File: src/rtl/wb_cmd_master.sv
// wb_cmd_master: byte-stream command decoder driving single Wishbone read/write accesses with timeout
module wb_cmd_master #(
    parameter int TIMEOUT = 16
) (
    input  logic        i_clk,
    input  logic        i_reset_n,
    input  logic [7:0]  i_cmd_dat,
    input  logic        i_cmd_valid,
    output logic        o_cmd_ready,
    output logic [7:0]  o_rsp_dat,
    output logic        o_rsp_valid,
    input  logic        i_rsp_ready,
    output logic [15:0] o_wb_addr,
    output logic        o_wb_cyc,
    output logic        o_wb_stb,
    output logic        o_wb_we,
    output logic [15:0] o_wb_dat,
    input  logic [15:0] i_wb_dat,
    input  logic        i_wb_ack
);
    typedef enum logic [3:0] {
        IDLE, ADDR_H, ADDR_L, DATA_H, DATA_L, BUS, RSP_STAT, RSP_DH, RSP_DL
    } state_t;

    state_t      state_q, state_d;
    logic [15:0] addr_q, addr_d;
    logic [15:0] wdat_q, wdat_d;
    logic [15:0] rdat_q, rdat_d;
    logic [7:0]  cnt_q, cnt_d;
    logic [7:0]  status_q, status_d;
    logic        we_q, we_d;
    logic        cmd_fire, rsp_fire;

    assign o_cmd_ready = state_q inside {IDLE, ADDR_H, ADDR_L, DATA_H, DATA_L};
    assign o_rsp_valid = state_q inside {RSP_STAT, RSP_DH, RSP_DL};
    assign o_rsp_dat   = state_q == RSP_STAT ? status_q :
                         state_q == RSP_DH   ? rdat_q[15:8] :
                         state_q == RSP_DL   ? rdat_q[7:0] : 8'h00;
    assign o_wb_cyc    = state_q == BUS;
    assign o_wb_stb    = o_wb_cyc;
    assign o_wb_we     = o_wb_cyc & we_q;
    assign o_wb_addr   = addr_q;
    assign o_wb_dat    = wdat_q;
    assign cmd_fire    = i_cmd_valid & o_cmd_ready;
    assign rsp_fire    = o_rsp_valid & i_rsp_ready;

    // Next-state logic: frame parsing, bus access with timeout, response sequencing
    always_comb begin
        state_d  = state_q;
        addr_d   = addr_q;
        wdat_d   = wdat_q;
        rdat_d   = rdat_q;
        cnt_d    = cnt_q;
        status_d = status_q;
        we_d     = we_q;
        case (state_q)
            IDLE: if (cmd_fire) begin
                we_d   = i_cmd_dat == 8'h01;
                wdat_d = 16'h0000;
                cnt_d  = 8'h00;
                if (i_cmd_dat == 8'h01 || i_cmd_dat == 8'h02) begin
                    state_d = ADDR_H;
                end else if (i_cmd_dat == 8'h03) begin
                    addr_d  = addr_q + 16'd1;
                    state_d = BUS;
                end else begin
                    status_d = 8'hFF;
                    state_d  = RSP_STAT;
                end
            end
            ADDR_H: if (cmd_fire) begin
                addr_d[15:8] = i_cmd_dat;
                state_d      = ADDR_L;
            end
            ADDR_L: if (cmd_fire) begin
                addr_d[7:0] = i_cmd_dat;
                state_d     = we_q ? DATA_H : BUS;
            end
            DATA_H: if (cmd_fire) begin
                wdat_d[15:8] = i_cmd_dat;
                state_d      = DATA_L;
            end
            DATA_L: if (cmd_fire) begin
                wdat_d[7:0] = i_cmd_dat;
                state_d     = BUS;
            end
            BUS: if (i_wb_ack) begin
                rdat_d   = we_q ? rdat_q : i_wb_dat;
                status_d = 8'h00;
                state_d  = RSP_STAT;
            end else if (cnt_q == 8'(TIMEOUT - 1)) begin
                status_d = 8'hEE;
                state_d  = RSP_STAT;
            end else begin
                cnt_d = cnt_q + 8'd1;
            end
            RSP_STAT: if (rsp_fire) state_d = (status_q == 8'h00 && !we_q) ? RSP_DH : IDLE;
            RSP_DH:   if (rsp_fire) state_d = RSP_DL;
            RSP_DL:   if (rsp_fire) state_d = IDLE;
            default:  state_d = IDLE;
        endcase
    end

    // State registers with synchronous active-low reset
    always_ff @(posedge i_clk) begin
        if (!i_reset_n) begin
            state_q  <= IDLE;
            addr_q   <= 16'h0000;
            wdat_q   <= 16'h0000;
            rdat_q   <= 16'h0000;
            cnt_q    <= 8'h00;
            status_q <= 8'h00;
            we_q     <= 1'b0;
        end else begin
            state_q  <= state_d;
            addr_q   <= addr_d;
            wdat_q   <= wdat_d;
            rdat_q   <= rdat_d;
            cnt_q    <= cnt_d;
            status_q <= status_d;
            we_q     <= we_d;
        end
    end
endmodule

File: config.mk
export PLATFORM = sky130hd
export DESIGN_NAME = wb_cmd_master
export DESIGN_NICKNAME = d
export VERILOG_FILES = /design/src/rtl/wb_cmd_master.sv
export SDC_FILE = /design/constraint.sdc
export NUM_CORES = 1
export LEC_CHECK = 0
export BUFFER_PORTS_ARGS = -buffer_cell sky130_fd_sc_hd__buf_4
export CAP_MARGIN = 40
export CORE_UTILIZATION = 54
export CTS_CLUSTER_SIZE = 25
export DETAILED_ROUTE_END_ITERATION = 10
export GPL_TIMING_DRIVEN = 0
export HOLD_SLACK_MARGIN = 0.15
export PLACE_DENSITY_LB_ADDON = 0.2
export SLEW_MARGIN = 20
export SYNTH_ARGS = -nofsm -noshare
export SYNTH_HDL_FRONTEND = slang
export SYNTH_SLANG_ARGS = --single-unit
export TNS_END_PERCENT = 20
File: constraint.sdc
create_clock -name i_clk -period 2.9 [get_ports i_clk]
set_clock_uncertainty 0.2 [all_clocks]
set_input_delay 0 -clock i_clk [delete_from_list [all_inputs] [get_ports i_clk]]
set_output_delay 0 -clock i_clk [all_outputs]
set_load 0.02 [all_outputs]
# [Yosys cells after proc, flatten, opt, wreduce, memory -nomap -nowiden]
# Cells that the tools add are included.
[classes] muxes=37 n_eq_ne=26 bitwise_logic=4 reduce_logical=21 add_sub_neg=2
[ops] op="8-bit 2-to-1 mux" n=12
[ops] op="8-bit one-hot mux with 2 select lines" n=6
[ops] op="16-bit 2-to-1 mux" n=4
[ops] op="4-bit 2-to-1 mux" n=10
[ops] op="4-bit one-hot mux with 9 select lines" n=1
[ops] op="2-bit != test, second input constant" n=12
[ops] op="16-bit by 1-bit adder with 16-bit output, second input constant" n=1
[ops] op="4-bit by 3-bit == test with 1-bit output, second input constant" n=4
[ops] op="8-bit by 2-bit == test with 1-bit output, second input constant" n=2
[ops] op="5-bit AND reduction" n=3
[ops] op="2-bit nonzero test" n=5
[ops] op="3-bit 2-to-1 mux" n=3
[ops] op="3-bit AND reduction" n=3
[ops] op="9-bit AND reduction" n=1
[ops] op="8-bit by 1-bit adder with 8-bit output, second input constant" n=1
[ops] op="4-bit by 2-bit == test with 1-bit output, second input constant" n=2
[ops] op="8-bit by 1-bit == test with 1-bit output, second input constant" n=1
[ops] op="8-bit by 4-bit == test with 1-bit output, second input constant" n=1
[ops] op="8-bit zero test" n=1
[ops] op="5-bit nonzero test" n=1
[ops] op="4-bit by 1-bit == test with 1-bit output, second input constant" n=1
[ops] op="4-bit == test, second input constant" n=1
[ops] op="4-bit zero test" n=1
[ops] op="4-bit AND reduction" n=1
[ops] op="other kinds (10)" n=12
[totals] ff_bits=69 word_cells=99 input_bits=29

# [Depth between registers and ports, before layout]
[depth] word_depth=5 ltp_mapped=7 depth_no_buf=5

# [Worst setup path before layout]
# OpenSTA, ideal clock, no wires.
[synth_timing] kind="flip-flop to flip-flop" start="register state_q[3]" end="register addr_q[1], in the netlist o_wb_addr[1]" n_path_buf=2 path_slack_ns=0.871 setup_ns=0.133 path_stages_with_launch=7 t_arrival_ns=1.697 synth_period_minus_slack_ns=2.029 path_cell_list="dfxtp_1 buf_2 or4b_1 buf_2 and2_1 a2111oi_2 a211oi_2"
[synth_via] elab_chain_cells=5 elab_cells_between_ends=14 cone_classes="eq/ne: 8; mux: 1; bitwise: 1; reduce/logical: 4"
[synth_rtl] element="from (decl)" line_no="25" rtl="state_t state_q, state_d;"
[synth_rtl] element="from (signal assigned)" line_no="115" rtl="state_q <= state_d;"
[synth_rtl] element="4-bit by 1-bit == test with 1-bit output, or another cell as far along" line_no="34" rtl="assign o_cmd_ready = state_q inside {IDLE, ADDR_H, ADDR_L, DATA_H, DATA_L};"
[synth_rtl] element="5-bit nonzero test" line_no="34"
[synth_rtl] element="1-bit bitwise AND" line_no="44" rtl="assign cmd_fire = i_cmd_valid & o_cmd_ready;"
[synth_rtl] element="2-bit != test (no line)"
[synth_rtl] element="5-bit AND reduction (no line)"
[synth_rtl] element="to (signal assigned)" line_no="116" rtl="addr_q <= addr_d;"
[synth_rtl] element="to (decl)" line_no="26" rtl="logic [15:0] addr_q, addr_d;"
# Several ways; a longest one is shown, not always the timed one.
# A chain may end at the register's enable or synchronous reset.

# [Worst setup path after layout]
[layout_timing] start="register state_q[3]" end="output port o_rsp_dat[1]"
[layout_via] elab_chain_cells=4 elab_cells_between_ends=6 cone_classes="eq/ne: 3; mux: 3"
[layout_rtl] element="4-bit == test" line_no="38" rtl="state_q == RSP_DL ? rdat_q[7:0] : 8'h00;"
[layout_rtl] element="8-bit 2-to-1 mux" line_no="38"
[layout_rtl] element="8-bit 2-to-1 mux" line_no="37" rtl="state_q == RSP_DH ? rdat_q[15:8] :"
[layout_rtl] element="8-bit 2-to-1 mux *" line_no="36" rtl="assign o_rsp_dat = state_q == RSP_STAT ? status_q :"
[layout_rtl] element="to (decl)" line_no="10" rtl="output logic [7:0] o_rsp_dat,"
# Every way passes the cells marked *; elsewhere a longest branch is shown, timed or not.

==> results.md <==
- P_int: roughly 1.6 mW
- Vias: 3999
- Area Overhead vs Synth: 33.4%
- Finish-stage setup viols: 0
- DRT Pass-1 Iters: 5
- Synth area leader: dfxtp_1
- CP Cell Sequence: buf_2 > buf_2 > inv_1 > nor4_2 > nand2_1 > o21ai_0 > buf_4
- Die Wd: roughly 83 um
- Initial antenna violation count: 0
- Post-Synthesis Cells: 443
- VDD IR max: 0.335 mV
- Slew headroom: between 30 and 40%
- Max Cap Viol: 0
- Top cells by area, synth: dfxtp_1, nand2_1, a21oi_1, nor2_1, nand3_1
- Distinct cells, synth: 73
- Critical path class: flip-flop to output port
- Max Fclk: 356 MHz
- Worst path slowest cell: nor4_2
- Slew Viols, Final: 0
- Most common cell in the synthesized netlist: nand2_1
- Synth Net Count: 474
- Layout cells sized above 1: between 20% and 30%
- Ant diodes: 0
- Starting density of the core: 56.2%
- Ys flop type: dfxtp_1
- Post-Syn Area: 3570 um^2
- Total CTS buffers: 9
- Worst-margin pin slew: approximately 900 ps
- Hpwl dp: 7.02 mm
- Vias/cell: between 6 and 7
- Final hold viol count: 0
- Seq cells post-synth: 63
- Critical path capture point type: output port
- Share of the synthesized area in the top cell type: 35.4%
- EDFF count, synth: 0
- Power density over cell area: 570 nW/um^2
- Status: completed
- Switch share: 40.0%
- H-tree Lvls: 3
- First-pass GRT wire length: between 15 and 20 mm
- Worst-path clk slew: 80 ps
- Combinational power share: 38.2%
- Total core area: ~6300 um^2
- Arrival time worst endpoint: 2610 ps
- Worst EP required: 2700 ps
- Worst-Skew Late Latency: 360 ps
- LEAKAGE: 1.70 nW
- Maximum clock path buffer count: 2
- Number of global-route vias before repair: 3614
- Gr usage total: 31.1%
- # clock sinks: 63
- Grt total ovfl: 0
- Critical path startpoint category: flip-flop
- Number of routed nets with antenna violations: 0
- Wirelength per Cell: 16.7 um
- Syn Area/Cell: 8.05 um^2
- Switching power: 1.08 mW
- Leading cell types by count after synthesis: nand2_1, dfxtp_1, a21oi_1, nor2_1, nand3_1
- Peak fanout along the critical path: 10
- # placed instances: slightly below 600
- Routability Congestion: 0.911
- Sequential share of power: 36.3%
- Ys Warns: 0
- Clock group share of total power: between 20% and 30%
- Worst min-delay path class: input pin to flip-flop
- Boundary Pins: 74
- Post-Route WL: around 11 mm
- Final cell count without fillers: around 640
- Most frequent cell on the critical path: buf_2
- Total die area: 6930 um^2
- Worst stage delay on the critical path: 800 ps
- Largest net degree at the start of global routing: 13
- Die span in y: around 83 um
- Sequential share of the synthesized area: 35.4%
- First DRT Iteration DRCs: 309
- Pwr Total: 2.71 mW
- Setup_tns: 0 ps
- Clk root buf: clkbuf_8
- Asr flop ratio synth: 0%
- Final net count: 593
- CTS tree: built
- Tcrit/Tclk final: 96.9%
- Final instance area: 4760 um^2
- Port bufs: 69
- DRC: 0
- Placed cell area: between 4000 and 5000 um^2
- Num rows: 29
- Minimum clock period: 2810 ps
routing by layer:
| metal | wire length, um | part of all wire (%) | track usage (%) | vias to the layer above |
|---|---|---|---|---|
| met2 | 5250 | 49 | 50.7 | 169 |
| met4 | 319 | 3.0 | 14.1 | 0 |
| met1 | 4530 | 42 | 39.7 | 1910 |
| li1 | - | - | - | 1892 |
| met5 | 0 | 0 | 0 | - |
| met3 | 656 | 6.1 | 6.16 | 28 |
layout by cell type (no fill, tap or decap), types with 6 or more instances in the layout:
| master | Yosys | routed |
|---|---|---|
| buf_4 | 2 | 72 |
| nand2_1 | 71 | 71 |
| dfxtp_1 | 63 | 63 |
| a21oi_1 | 49 | 49 |
| dlygate4sd3_1 | 0 | 38 |
| nor2_1 | 27 | 27 |
| nand3_1 | 20 | 20 |
| clkbuf_1 | 17 | 17 |
| clkbuf_8 | 5 | 14 |
| o21ai_0 | 13 | 13 |
| nor3_1 | 10 | 10 |
| nand4_1 | 10 | 10 |
| a22oi_1 | 9 | 9 |
| inv_1 | 7 | 7 |
| buf_2 | 7 | 7 |
| nor4_1 | 6 | 6 |
| o31ai_1 | 6 | 6 |
flip-flops by register name, indices dropped and copies added (netlist names):
register   cells
rdat_q        16
o_wb_addr     16
status_q       2
state_q        4
we_q           1
cnt_q          8
o_wb_dat      16
cell type report:
type,count,area (um^2)
multi-input cells,336,2070
fillers,479,1590
flip-flops and latches,63,1260
repair buffers,108,906
plain buffers,36,216
clock buffers,9,124
well taps,77,96.3
clock inverters,7,48.8
inverters,8,30.0
power by group through the flow:
stage	Sequential, mW	Clock [mW]	Combinational, mW
floorplan	1.01	0	0.655
global placement	0.993	0	0.944
detailed placement	0.995	0	0.954
CTS	0.975	0.691	1.00
global route	0.990	0.737	1.12
finish	0.984	0.691	1.03
what timing repair did:
action / CTS / global route
buffers inserted: 0 / 1
hold buffers: 38 / 0
setup endpoints to repair: 0 / 3
gates resized for setup: 0 / 2
endpoints found under the hold margin: 63 / 0
metrics by stage:
stage          util, %  hold WS [ps]  setup slack, ps
4_1_cts           74.6           234             90.0
6_report          74.9           237             90.1
3_5_place_dp      65.9          57.4              601
2_1_floorplan        -         -64.0              871
5_1_grt           74.9           253            -2.59
3_3_place_gp      65.9          47.3              613
worst paths after layout:
check	from	end	slack, ps	cells after the start
setup / recovery	state_q[3]	o_rsp_dat[1]	90	7
hold / removal	i_wb_dat[2]	rdat_q[2]	240	4
setup reg to reg	state_q[0]	rdat_q[14]	140	7
hold reg to reg	o_wb_dat[4]	o_wb_dat[4]	250	2
worst max-delay path, delay by kind of cell, from the launching register on:
kind | cells | cell delay (ps)
compound gates | 1 | 140
simple gates | 2 | 900
buf+inv | 4 | 810
flops | 1 | 400
cell families after synthesis:
kind of cell	synth area share, %
XOR/XNOR	1.23
AO/OA/AOI/OAI	26.1
AND/OR/NAND/NOR	29.7
adder cells (fa/ha/maj)	0.701
buffers and inverters	6.91
flip-flops	35.4
Power figures use the tool's default switching activity.
